==> src/rtl/serial_tx_scheduler.sv <==
// Round-robin scheduler that hands one character at a time from two requesters
// to a serial transmitter, with a load timeout and a fixed inter-frame gap.
//
// state | meaning
// IDLE  | waiting for a request; arbitrates and latches the frame
// LOAD  | tx_enable high until the transmitter latches the frame or timeout
// SEND  | waiting for the transmitter to finish shifting
// GAP   | fixed idle spacing before the next arbitration
module serial_tx_scheduler #(
   parameter int unsigned LOAD_TIMEOUT = 1024,
   parameter int unsigned GAP_CYCLES   = 16
) (
   input  logic       clk,
   input  logic       reset_n,
   input  logic       req0,
   input  logic [7:0] data0,
   input  logic       req1,
   input  logic [7:0] data1,
   output logic       ack0,
   output logic       ack1,
   output logic [9:0] tx_frame,
   output logic       tx_enable,
   input  logic       tx_load,
   input  logic       tx_sent,
   output logic       busy,
   output logic       grant_id,
   output logic       err
);

   typedef enum logic [1:0] {
      ST_IDLE = 2'd0,
      ST_LOAD = 2'd1,
      ST_SEND = 2'd2,
      ST_GAP  = 2'd3
   } state_t;

   localparam logic [15:0] TOUT_LAST = 16'(LOAD_TIMEOUT - 1);
   localparam logic [7:0]  GAP_LAST  = 8'(GAP_CYCLES - 1);

   state_t      state_q, state_d;
   logic [15:0] tout_cnt_q, tout_cnt_d;
   logic [7:0]  gap_cnt_q, gap_cnt_d;
   logic [9:0]  frame_q, frame_d;
   logic        grant_q, grant_d;
   logic        last_q, last_d;
   logic        ack0_q, ack0_d;
   logic        ack1_q, ack1_d;
   logic        err_q, err_d;
   logic        winner;

   always_ff @(posedge clk or negedge reset_n) begin
      if (!reset_n) begin
         state_q    <= ST_IDLE;
         tout_cnt_q <= '0;
         gap_cnt_q  <= '0;
         frame_q    <= 10'h3FF;
         grant_q    <= 1'b0;
         last_q     <= 1'b1;
         ack0_q     <= 1'b0;
         ack1_q     <= 1'b0;
         err_q      <= 1'b0;
      end else begin
         state_q    <= state_d;
         tout_cnt_q <= tout_cnt_d;
         gap_cnt_q  <= gap_cnt_d;
         frame_q    <= frame_d;
         grant_q    <= grant_d;
         last_q     <= last_d;
         ack0_q     <= ack0_d;
         ack1_q     <= ack1_d;
         err_q      <= err_d;
      end
   end

   always_comb begin
      state_d    = state_q;
      tout_cnt_d = tout_cnt_q;
      gap_cnt_d  = gap_cnt_q;
      frame_d    = frame_q;
      grant_d    = grant_q;
      last_d     = last_q;
      ack0_d     = 1'b0;
      ack1_d     = 1'b0;
      err_d      = 1'b0;
      // On a tie the requester not served last wins; otherwise the lone requester.
      winner     = (req0 && req1) ? ~last_q : req1;
      case (state_q)
         ST_IDLE: begin
            if (req0 || req1) begin
               grant_d    = winner;
               frame_d    = {1'b1, (winner ? data1 : data0), 1'b0};
               tout_cnt_d = '0;
               state_d    = ST_LOAD;
            end
         end
         ST_LOAD: begin
            if (tx_load) begin
               state_d = ST_SEND;
            end else if (tout_cnt_q == TOUT_LAST) begin
               err_d     = 1'b1;
               last_d    = grant_q;
               gap_cnt_d = GAP_LAST;
               state_d   = ST_GAP;
            end else begin
               tout_cnt_d = tout_cnt_q + 16'd1;
            end
         end
         ST_SEND: begin
            if (tx_sent) begin
               ack0_d    = ~grant_q;
               ack1_d    = grant_q;
               last_d    = grant_q;
               gap_cnt_d = GAP_LAST;
               state_d   = ST_GAP;
            end
         end
         ST_GAP: begin
            if (gap_cnt_q == 8'd0) begin
               state_d = ST_IDLE;
            end else begin
               gap_cnt_d = gap_cnt_q - 8'd1;
            end
         end
         default: state_d = ST_IDLE;
      endcase
   end

   always_comb begin
      tx_enable = (state_q == ST_LOAD);
      busy      = (state_q != ST_IDLE);
      tx_frame  = frame_q;
      grant_id  = grant_q;
      ack0      = ack0_q;
      ack1      = ack1_q;
      err       = err_q;
   end

endmodule

==> config.mk <==
export PLATFORM = sky130hd
export DESIGN_NAME = serial_tx_scheduler
export DESIGN_NICKNAME = d
export VERILOG_FILES = /design/src/rtl/serial_tx_scheduler.sv
export SDC_FILE = /design/constraint.sdc
export NUM_CORES = 1
export LEC_CHECK = 0
export BUFFER_PORTS_ARGS = -buffer_cell sky130_fd_sc_hd__buf_2
export CORE_ASPECT_RATIO = 2
export CORE_MARGIN = 2
export CORE_UTILIZATION = 40
export CTS_CLUSTER_DIAMETER = 60
export DETAILED_ROUTE_END_ITERATION = 12
export GPL_ROUTABILITY_DRIVEN = 1
export PLACE_DENSITY = 0.64
export SLEW_MARGIN = 30
export SYNTH_ARGS = -nofsm -noshare
export SYNTH_HDL_FRONTEND = slang
export SYNTH_SLANG_ARGS = --single-unit
export TNS_END_PERCENT = 20
==> constraint.sdc <==
create_clock -name clk -period 2.5 [get_ports clk]
set_clock_uncertainty 0.05 [all_clocks]
set_input_delay 0.125 -clock clk [delete_from_list [all_inputs] [get_ports clk]]
set_output_delay 0.125 -clock clk [all_outputs]
set_load 0.005 [all_outputs]
Word-level counts from Yosys, hierarchy flattened
Cells that the tools add are included.

Bitwise gates (word level): 2. Add/sub/neg operators: 2. Reductions and logical operators: 13. Equal/unequal tests: 12. Multiplexer cells: 28.

Operator list (number): two-way mux 16 bit (3); two-way mux 8 bit (5); one-hot mux 16 bit (2 select lines) (1); one-hot mux 8 bit (3 select lines) (1); adder 16 x 1 -> 16 bit (second input constant) (1); equality test 16 x 10 -> 1 bit (second input constant) (1); != test 2 bit (second input constant) (6); AND reduction 4 bit (3); two-way mux 1 bit (11); two-way mux 2 bit (5); logical NOT 8 bit (1); one-hot mux 2 bit (4 select lines) (1); subtractor 8 x 1 -> 8 bit (second input constant) (1); nonzero test 2 bit (3); AND reduction 5 bit (1); equality test 2 bit (second input constant) (2); != test 3 x 1 -> 1 bit (second input constant) (1); nonzero test 3 bit (1); equality test 2 x 1 -> 1 bit (second input constant) (1); logical NOT 2 bit (1); != test 2 x 1 -> 1 bit (second input constant) (1); inverter 1 bit (2); one-hot mux 1 bit (2 select lines) (1); AND reduction 2 bit (1); other kinds (2) (2).

Output and inout port bits: 16. Bits of input ports: 22. Register bits: 40.

Logic depth before layout (Yosys ltp)
Gate-level depths: netlist of run 1.

Depth in word-level cells: 4. Depth in mapped cells: 9. Gate-level depth less buffers: 7.

Worst setup path before layout of run 1
OpenSTA, ideal clock, no wires.

Path type: reg2reg. Start: register tout_cnt_q[12]. End: register last_q. Data arrival time: 2.296 ns. Setup slack: 0.072 ns. Clock period less this slack: 2.428 ns. Cell stages (with the launch flop): 6. Library setup time: 0.082 ns. Required time: 2.368 ns. Cell sequence: dfrtp_1 > or4_4 > or4_4 > o21a_1 > or3_1 > mux2_4.

Cells in the longest elaborated chain, start to end: 3.

Ends and longest elaborated chain: start: declaration (RTL line 41) `logic [15:0] tout_cnt_q, tout_cnt_d;`; start signal: assignment (RTL line 64) `tout_cnt_q <= tout_cnt_d;`; equality test 16 x 10 -> 1 bit (RTL line 99) `end else if (tout_cnt_q == TOUT_LAST) begin`; != test 2 x 1 -> 1 bit (no source line); AND reduction 4 bit (no source line); end signal: assignment (RTL line 68) `last_q <= last_d;`; end: declaration (RTL line 45) `logic last_q, last_d;`.

No other way between the ends. A chain may end at the register's enable or synchronous reset.

Final worst setup path of run 1
Same ends and word-level chain as after synthesis.

==> flow_summary.toml, run 1 <==
[status]
status = "complete, no violations"

[synthesis]
ys_ff_latch = 40
avgSynthCellArea_um2 = 9.31
synth_nets = 269
syn-instance-count = 240
synth-edff-count = 0
synth_top_area_share = 0.336
synthMuxAreaShare = 0.0476
synth_ff_type = "dfrtp_1"
synthXorXnorAreaFrac = 0.0275
ys_top_cells_by_area = "dfrtp_1 (34%), dfstp_2 (12%), nand2_1 (6.2%)"
ys_types = 46
yosys.area_share.simple = 0.240
synth_top_family_by_area = "simple AND/OR/NAND/NOR gates"
synth_compound_area_frac = 0.155
yosys.area.top_type = "dfrtp_1"
synthArstFlopShare = 1.00
synth-seq-area-share = 0.454
synth-adder-area-share = 0.0392
yosysWarningCount = 0
synth_area_um2 = 2230

[critical_path]
crit_path_end_kind = "flop"
critPathLaunchType = "flop"
crit_slowest_cell = "or4_4"
crit_path_cell_trace = "or4_4 -> or4_4 -> o21a_1 -> or3_1 -> mux2_4"
r2r_cells = 5
worst-path-buf-inv = 0
worst_ep_required_time_ns = 2.69
crit_fanout = 3
worstReg2RegStart = "tout_cnt_q[12]$_DFFE_PN0P_"
r2r-end = "last_q$_DFFE_PN1P_"
crit_family = "simple AND/OR/NAND/NOR gates"
max_stage_delay_ns = 0.55
path_class = "flop to flop"
crit_top_cell = "or4_4"
rrSetupSlack_ns = 0.07
cp_data_arrival_time_ns = 2.62

[power]
p_per_area_nw_per_um2 = 942
p_leak_nw = 1.20
ir_drop_uv = 740

[finish]
areaGrowthSynthToFinish_pct = 20.3
drive_gt1_frac = 0.256
multi_input_area_um2 = 1140
final_cell_mix = "nand2_1 (37), buf_2 (35), dfrtp_1 (30), o21ai_0 (19)"
antenna_cells = 0
regArea_um2 = 1010
layout_commonest_cell = "nand2_1"
fin_nets = 317
fill_cells = 543
final_cell_count_no_fill = 349

[route]
vias = 1887
vias_per_cell = 5.41
drt_wl_total_um = 5020
avgRoutedWirePerCell_um = 14.4
drc_errors = 0
drt_iter0_drc = 38
antenna_left = 0
drtPass1Iterations = 4

[clock_network]
clk_latency_ns = 0.30
cts_buffers = 5
cts_tree = "done"
clk_pin_slew_ns = 0.08
clk_path_buf_depth = 2
numClockSinks = 40
cts_root_buffer = "clkbuf_8"
cts_max_level = 2

[placed_design]
dp.cells = 339
io_buffers = 36
dp_slack_ns = 0.0771
dp_hpwl_um = 3800
gp_routability_congestion = 0.834

[floorplan]
die_w_um = 56.8
start_util = 0.412
rows = 38
io_pins = 38
core-area_um2 = 5420
fp.dieArea_um2 = 6230
die_h_um = 110

[grt]
grt_pass1_vias = 1802
gr-total-overflow = 0
grt_antenna_before_repair = 0
grt_pass1_wl_um = 8360
track_usage = 0.172
grt_max_degree = 41

[sta]
setup_ws_ns = 0.0663
drv_slew = 0
fmax_ghz = 0.411
setup-tns-final_ns = 0
setup_viol = 0
slew_headroom = 0.350
period_needed_ns = 2.43
rsz0062_at_grt = "no"
hold_viol_final = 0
worstMarginPinSlew_ns = 0.968
finalCritPeriodShare = 0.973

[worst_hold_path]
holdCritStartpoint = "data0[5]"
hold_depth = 3
worstHoldPathType = "input pin to flop"
hold_path_end = "tx_frame[6]$_DFFE_PN1P_"

[job]
cap_viol_max_count = 0
[area by class of cell]
class                      instances  area share
multi-input combinational        180       0.426
sequential                        40       0.377
timing repair buffer              52       0.115
tap                               60      0.0279
clock buffer                       5      0.0256
clock inverter                     3      0.0158
inverter                           9      0.0126
[worst reg2reg max path, cell delays in order, from the launching register on]
cell     delay (ns)
dfrtp_1        0.38
or4_4          0.55
or4_4          0.55
o21a_1         0.18
or3_1          0.36
mux2_4         0.30
[power by group]
group | switching, mW | internal (mW) | total (mW) | leakage, nW
clock network | 0.234 | 0.295 | 0.529 | 0.0541
registers | 0.107 | 0.840 | 0.948 | 0.496
logic | 0.599 | 0.456 | 1.05 | 0.647
total | 0.939 | 1.59 | 2.53 | 1.20
[synthesized netlist by cell type (all sizes together) (3+ instances only)]
master and n:
nand2 37, xor2 3, dfstp 10, nand4b 7, buf 3, a21oi 5
o31ai 3, mux2i 8, or4 3, and3 3, a22o 5, o211ai 4
nor3b 4, nand4 3, ha 7, nor2 13, nor4 4, a31oi 4
nor3 5, inv 9, o21ai 20, dfrtp 30, xnor2 4, nand3 15
clkbuf 8
[routing by layer]
| metal | up-vias | share of wire | wire (um) | track usage |
|---|---|---|---|---|
| met5 | - | 0 | 0 | 0 |
| met3 | 7 | 0.039 | 194 | 0.0400 |
| li1 | 963 | - | - | - |
| met4 | 0 | 0.022 | 109 | 0.0731 |
| met1 | 884 | 0.40 | 2000 | 0.188 |
| met2 | 33 | 0.54 | 2710 | 0.313 |
[cells by family after synthesis]
family | Yosys count
xor gates and xnor gates | 7
adders and majority gates | 7
muxes | 10
other | 1
DFF | 40
and+or+nand+nor | 103
AOI/OAI and AO/OA | 52
buffers and inverters | 20
[per-stage QoR]
| step | util | cell area, um2 | hold slack (ns) | power, mW |
|---|---|---|---|---|
| after CTS | 0.495 | 2680 | 0.0471 | 2.56 |
| after detailed placement | 0.471 | 2550 | 0.253 | 2.02 |
| final | 0.496 | 2690 | 0.0508 | 2.53 |
| after global routing | 0.496 | 2690 | 0.0856 | 2.73 |
| after floorplan | - | 2230 | -0.221 | 1.61 |
| after global placement | 0.470 | 2550 | 0.246 | 2.00 |
[worst max path at each step]
stage          cells after the start                       start            endpoint  slack, ns
2_1_floorplan                      5  tout_cnt_q[12]$_DFFE_PN0P_  last_q$_DFFE_PN1P_       0.07
3_3_place_gp                       5  tout_cnt_q[12]$_DFFE_PN0P_  last_q$_DFFE_PN1P_       0.09
3_5_place_dp                       5  tout_cnt_q[12]$_DFFE_PN0P_  last_q$_DFFE_PN1P_       0.08
4_1_cts                            5  tout_cnt_q[12]$_DFFE_PN0P_  last_q$_DFFE_PN1P_       0.07
5_1_grt                            6   tout_cnt_q[0]$_DFFE_PN0P_  last_q$_DFFE_PN1P_      0.006
6_report                           5  tout_cnt_q[12]$_DFFE_PN0P_  last_q$_DFFE_PN1P_       0.07
[what timing repair did]
action | CTS | global route
hold buffers | 2 | 0
buffers inserted | 0 | 0
resized for setup | 0 | 0
endpoints found under the hold margin | 31 | 0
[state kept, by name (all words and copies together), names as in the netlist]
register and count:
ack0 1, tout_cnt_q 16, grant_id 1, ack1 1, gap_cnt_q 8, tx_frame 9, last_q 1, err 1
state_q 2
Note: power is estimated with default switching activity, not from simulation.
==> inputs of run 2 (changes only) <==
--- a/config.mk
+++ b/config.mk
@@ -8,11 +8,11 @@
 export BUFFER_PORTS_ARGS = -buffer_cell sky130_fd_sc_hd__buf_2
 export CORE_ASPECT_RATIO = 2
 export CORE_MARGIN = 2
-export CORE_UTILIZATION = 40
+export CORE_UTILIZATION = 50
 export CTS_CLUSTER_DIAMETER = 60
 export DETAILED_ROUTE_END_ITERATION = 12
 export GPL_ROUTABILITY_DRIVEN = 1
-export PLACE_DENSITY = 0.64
+export PLACE_DENSITY = 0.77
 export SLEW_MARGIN = 30
 export SYNTH_ARGS = -nofsm -noshare
 export SYNTH_HDL_FRONTEND = slang
==> flow_summary.toml, run 2 (synthesis results as in run 1) <==
[grt]
grt_antenna_before_repair = 0
track_usage = 0.237
gr-total-overflow = 0
grt_pass1_wl_um = 9160
grt_pass1_vias = 2033
grt_max_degree = 41

[power]
p_per_area_nw_per_um2 = 975
p_leak_nw = 1.22
ir_drop_uv = 544
total_power_mw = 2.66

[critical_path]
worst_ep_required_time_ns = 2.67
crit_fanout = 3
path_class = "flop to flop"
crit_slowest_cell = "or4_4"
cp_data_arrival_time_ns = 2.62
crit_path_cell_trace = "or4_4 -> or4_4 -> o21a_1 -> or3_1 -> mux2_4"
critPathLaunchType = "flop"
crit_top_cell = "or4_4"
max_stage_delay_ns = 0.55
crit_path_end_kind = "flop"

[floorplan]
fp.dieArea_um2 = 5050
core-area_um2 = 4340
io_pins = 38
die_h_um = 98.5
start_util = 0.515
rows = 34
die_w_um = 51.3

[finish]
drive_gt1_frac = 0.264
fin_nets = 320
fill_cells = 380
antenna_cells = 0
final_cell_mix = "nand2_1 (37), buf_2 (35), dfrtp_1 (30), o21ai_0 (19), buf_4 (19)"
layout_commonest_cell = "nand2_1"
areaGrowthSynthToFinish_pct = 21.9
largest_reg_flops = 16
regMostFlops = "tout_cnt_q"

[job]
cap_viol_max_count = 0

[sta]
period_needed_ns = 2.45
fmax_ghz = 0.407
finalCritPeriodShare = 0.982
hold_slack_ns = 0.0187
slew_headroom = 0.382
worstMarginPinSlew_ns = 0.919
hold_viol_final = 0
drv_slew = 0
setup_viol = 0

[route]
drc_errors = 0
drtPass1Iterations = 5
drt_iter0_drc = 55
vias = 2013
antenna_left = 0
drt_wl_total_um = 5380
avgRoutedWirePerCell_um = 15.6
vias_per_cell = 5.82

[clock_network]
cts_tree = "done"
cts_buffers = 5
cts_setup_buffers = 0
clk_pin_slew_ns = 0.08
cts_max_level = 2
clk_path_buf_depth = 2
cts_root_buffer = "clkbuf_8"
numClockSinks = 40
clk_latency_ns = 0.29

[placed_design]
io_buffers = 36
dp_hpwl_um = 3990
gp_routability_congestion = 0.897

[status]
status = "complete, no violations"

[worst_hold_path]
worstHoldPathType = "input pin to flop"
run 2: cell count changes in the layout (fill, tap and decap cells not counted), sizes merged:
cell	before	now
dlygate4sd3	2	1
clkinv	1	0
buf	50	54
clkbuf	5	6
bufinv	1	2
clkinvlp	1	0
run 2: area by class of cell:
type	count	area, um2	share of cell area
timing repair buffer	55	328	0.120
inverter	9	33.8	0.0124
sequential	40	1010	0.372
clock inverter	2	60.1	0.0221
clock buffer	6	72.6	0.0267
multi-input combinational	180	1150	0.421
tap	54	67.6	0.0248
run 2: per-stage QoR:
step	utilization	cells	TNS, ns	area, um2	setup slack (ns)
floorplan	-	240	0	2230	0.0721
global placement	0.593	337	0	2570	0.102
detailed placement	0.593	337	0	2570	0.0773
CTS	0.625	346	0	2710	0.0632
global route	0.627	346	-0.0139	2720	-0.00897
finish	0.627	346	0	2720	0.0456
run 2: report_power, final:
part | leakage (nW) | switching [mW] | internal (mW)
sequential | 0.496 | 0.101 | 0.841
clock | 0.0654 | 0.225 | 0.399
combinational | 0.662 | 0.624 | 0.466
run 2: worst max-delay path: cells and delay by family, from the launching register on:
family	cells	cell delay, ns
AO/OA/AOI/OAI	1	0.18
AND/OR/NAND/NOR	3	1.47
flip-flops	1	0.39
multiplexers	1	0.31
run 2: worst paths after layout:
kind / start / to / slack (ns) / cells after the start
hold reg to reg: tx_frame[1]$_DFFE_PN1P_ / tx_frame[1]$_DFFE_PN1P_ / 0.43 / 2
hold / removal: tx_sent / ack0$_DFF_PN0_ / 0.02 / 3
max in group asynchronous: reset_n / tx_frame[8]$_DFFE_PN1P_ / 1.73 / 2
setup reg to reg: tout_cnt_q[12]$_DFFE_PN0P_ / last_q$_DFFE_PN1P_ / 0.05 / 5
setup / recovery: tout_cnt_q[12]$_DFFE_PN0P_ / last_q$_DFFE_PN1P_ / 0.05 / 5
min in group asynchronous: reset_n / gap_cnt_q[5]$_DFFE_PN0P_ / 0.28 / 2
run 2: timing repair:
| action | 4_1_cts | 5_1_grt |
|---|---|---|
| endpoints found under the setup margin | 0 | 1 |
| resized for setup | 0 | 1 |
| hold endpoints to repair | 30 | 0 |
| hold buffers | 1 | 0 |
run 2: metal layers:
layer | track usage | vias to the layer above | part of all wire | routed length [um]
li1 | - | 966 | - | -
met1 | 0.257 | 944 | 0.36 | 1960
met2 | 0.410 | 73 | 0.53 | 2870
met3 | 0.0348 | 30 | 0.036 | 196
met4 | 0.158 | 0 | 0.067 | 360
met5 | 0 | - | 0 | 0
==> inputs of run 3 (changes only) <==
--- a/config.mk
+++ b/config.mk
@@ -5,7 +5,7 @@
 export SDC_FILE = /design/constraint.sdc
 export NUM_CORES = 1
 export LEC_CHECK = 0
-export BUFFER_PORTS_ARGS = -buffer_cell sky130_fd_sc_hd__buf_2
+export BUFFER_PORTS_ARGS = -buffer_cell sky130_fd_sc_hd__buf_4
 export CORE_ASPECT_RATIO = 2
 export CORE_MARGIN = 2
 export CORE_UTILIZATION = 50
==> flow_summary.toml, run 3 (synthesis results as in run 1) <==
[grt]
track_usage = 0.238
gr-total-overflow = 0
grt_pass1_wl_um = 9220
use_met2 = 0.425
use_met1 = 0.256
grt_antenna_before_repair = 0
met3_usage = 0.0364
grt_most_used_layer = "met2"
grt_max_degree = 41
grt_pass1_vias = 2040

[placed_design]
dp_hpwl_um = 4050
io_buffers = 36
placed_area_um2 = 2670
gp_routability_congestion = 0.939

[finish]
drive_gt1_frac = 0.265
areaGrowthSynthToFinish_pct = 25.1
final_cell_mix = "buf_4 (52), nand2_1 (37), dfrtp_1 (30), o21ai_0 (19), nand3_1 (15)"
stdcell_area_um2 = 2790
regMostFlops = "tout_cnt_q"
largest_reg_flops = 16
fin_nets = 319
antenna_cells = 0
layout_commonest_cell = "buf_4"

[sta]
setup_viol = 0
drv_slew = 0
period_needed_ns = 2.44
slew_headroom = 0.598
setup-tns-final_ns = 0
rsz0062_at_grt = "no"
finalCritPeriodShare = 0.978
hold_viol_final = 0
worstMarginPinSlew_ns = 0.598
fmax_ghz = 0.409

[clock_network]
cts_max_level = 2
clk_pin_slew_ns = 0.08
clk_latency_ns = 0.29
clk_path_buf_depth = 2
cts_root_buffer = "clkbuf_8"
cts_buffers = 5
cts_tree = "done"
numClockSinks = 40

[critical_path]
path_class = "flop to flop"
crit_fanout = 3
critPathLaunchType = "flop"
worst_ep_required_time_ns = 2.67
crit_path_end_kind = "flop"
worst-path-buf-inv = 0
max_stage_delay_ns = 0.55
crit_family = "simple AND/OR/NAND/NOR gates"
cp_data_arrival_time_ns = 2.61
crit_slowest_cell = "or4_4"
crit_path_cell_trace = "or4_4 -> or4_4 -> o21a_1 -> or3_4 -> mux2_4"
rrSetupSlack_ns = 0.06
crit_top_cell = "or4_4"

[route]
avgRoutedWirePerCell_um = 15.8
drtPass1Iterations = 4
vias = 2050
drt_wl_total_um = 5450
vias_per_cell = 5.94
drc_errors = 0
drt_iter0_drc = 51
antenna_left = 0

[power]
ir_drop_uv = 658
p_leak_nw = 1.24
total_power_mw = 2.63
p_per_area_nw_per_um2 = 941

[floorplan]
fp.dieArea_um2 = 5050
die_w_um = 51.3
rows = 34
io_pins = 38
core-area_um2 = 4340
start_util = 0.515
die_h_um = 98.5

[status]
status = "complete, no violations"

[job]
cap_viol_max_count = 0

[worst_hold_path]
worstHoldPathType = "input pin to flop"
==> run 3: cell types whose count changed in the layout (fill, tap and decap cells not counted), sizes merged <==
| cell | change |
|---|---|
| buf | -1 |
| bufinv | -1 |
| clkinv | +1 |
==> run 3: power breakdown <==
group / total [mW] / switching [mW] / internal, mW / leakage, nW
Combinational: 1.16 / 0.623 / 0.541 / 0.687
Sequential: 0.949 / 0.108 / 0.841 / 0.496
Clock: 0.517 / 0.221 / 0.296 / 0.0552
Total: 2.63 / 0.952 / 1.68 / 1.24
==> run 3: tightest hold or removal path: stages <==
cell and delay (ns):
buf_4 0.12, nand2_1 0.06, nor2_1 0.04
==> run 3: area by class of cell <==
type | instances | area [um2]
Sequential cell | 40 | 1010
Fill cell | 384 | 1550
Clock inverter | 2 | 35.0
Tap cell | 54 | 67.6
Inverter | 9 | 33.8
Clock buffer | 6 | 72.6
Timing Repair Buffer | 54 | 420
Multi-Input combinational cell | 180 | 1150
==> run 3: stage by stage <==
step                cells  utilization  worst slack (ns)  hold slack (ns)
global route          345        0.644        0.00000688           0.0437
CTS                   345        0.642            0.0545           0.0366
floorplan             240            -            0.0721           -0.221
global placement      336        0.614            0.0969           0.0820
detailed placement    336        0.614            0.0683           0.0819
finish                345        0.644            0.0557           0.0394
==> run 3: path summary, 6_finish.rpt <==
kind	from	endpoint	cells past startpoint
max in group asynchronous	reset_n	tx_frame[6]$_DFFE_PN1P_	2
worst min-delay path	tx_sent	ack0$_DFF_PN0_	3
min in group asynchronous	reset_n	tout_cnt_q[7]$_DFFE_PN0P_	2
worst max register to register	tout_cnt_q[12]$_DFFE_PN0P_	last_q$_DFFE_PN1P_	5
worst max-delay path	tout_cnt_q[12]$_DFFE_PN0P_	last_q$_DFFE_PN1P_	5
worst min register to register	tx_frame[6]$_DFFE_PN1P_	tx_frame[6]$_DFFE_PN1P_	2
==> run 3: timing repair <==
item	4_1_cts	5_1_grt
hold buffers	1	0
setup endpoints to repair	0	4
setup buffers	0	0
hold endpoints to repair	30	0
resized for setup	0	2
==> run 3: metal layers <==
metal / part of all wire / wire length, um
met5: 0 / 0
met2: 0.56 / 3050
met1: 0.36 / 1980
met4: 0.043 / 237
met3: 0.034 / 186
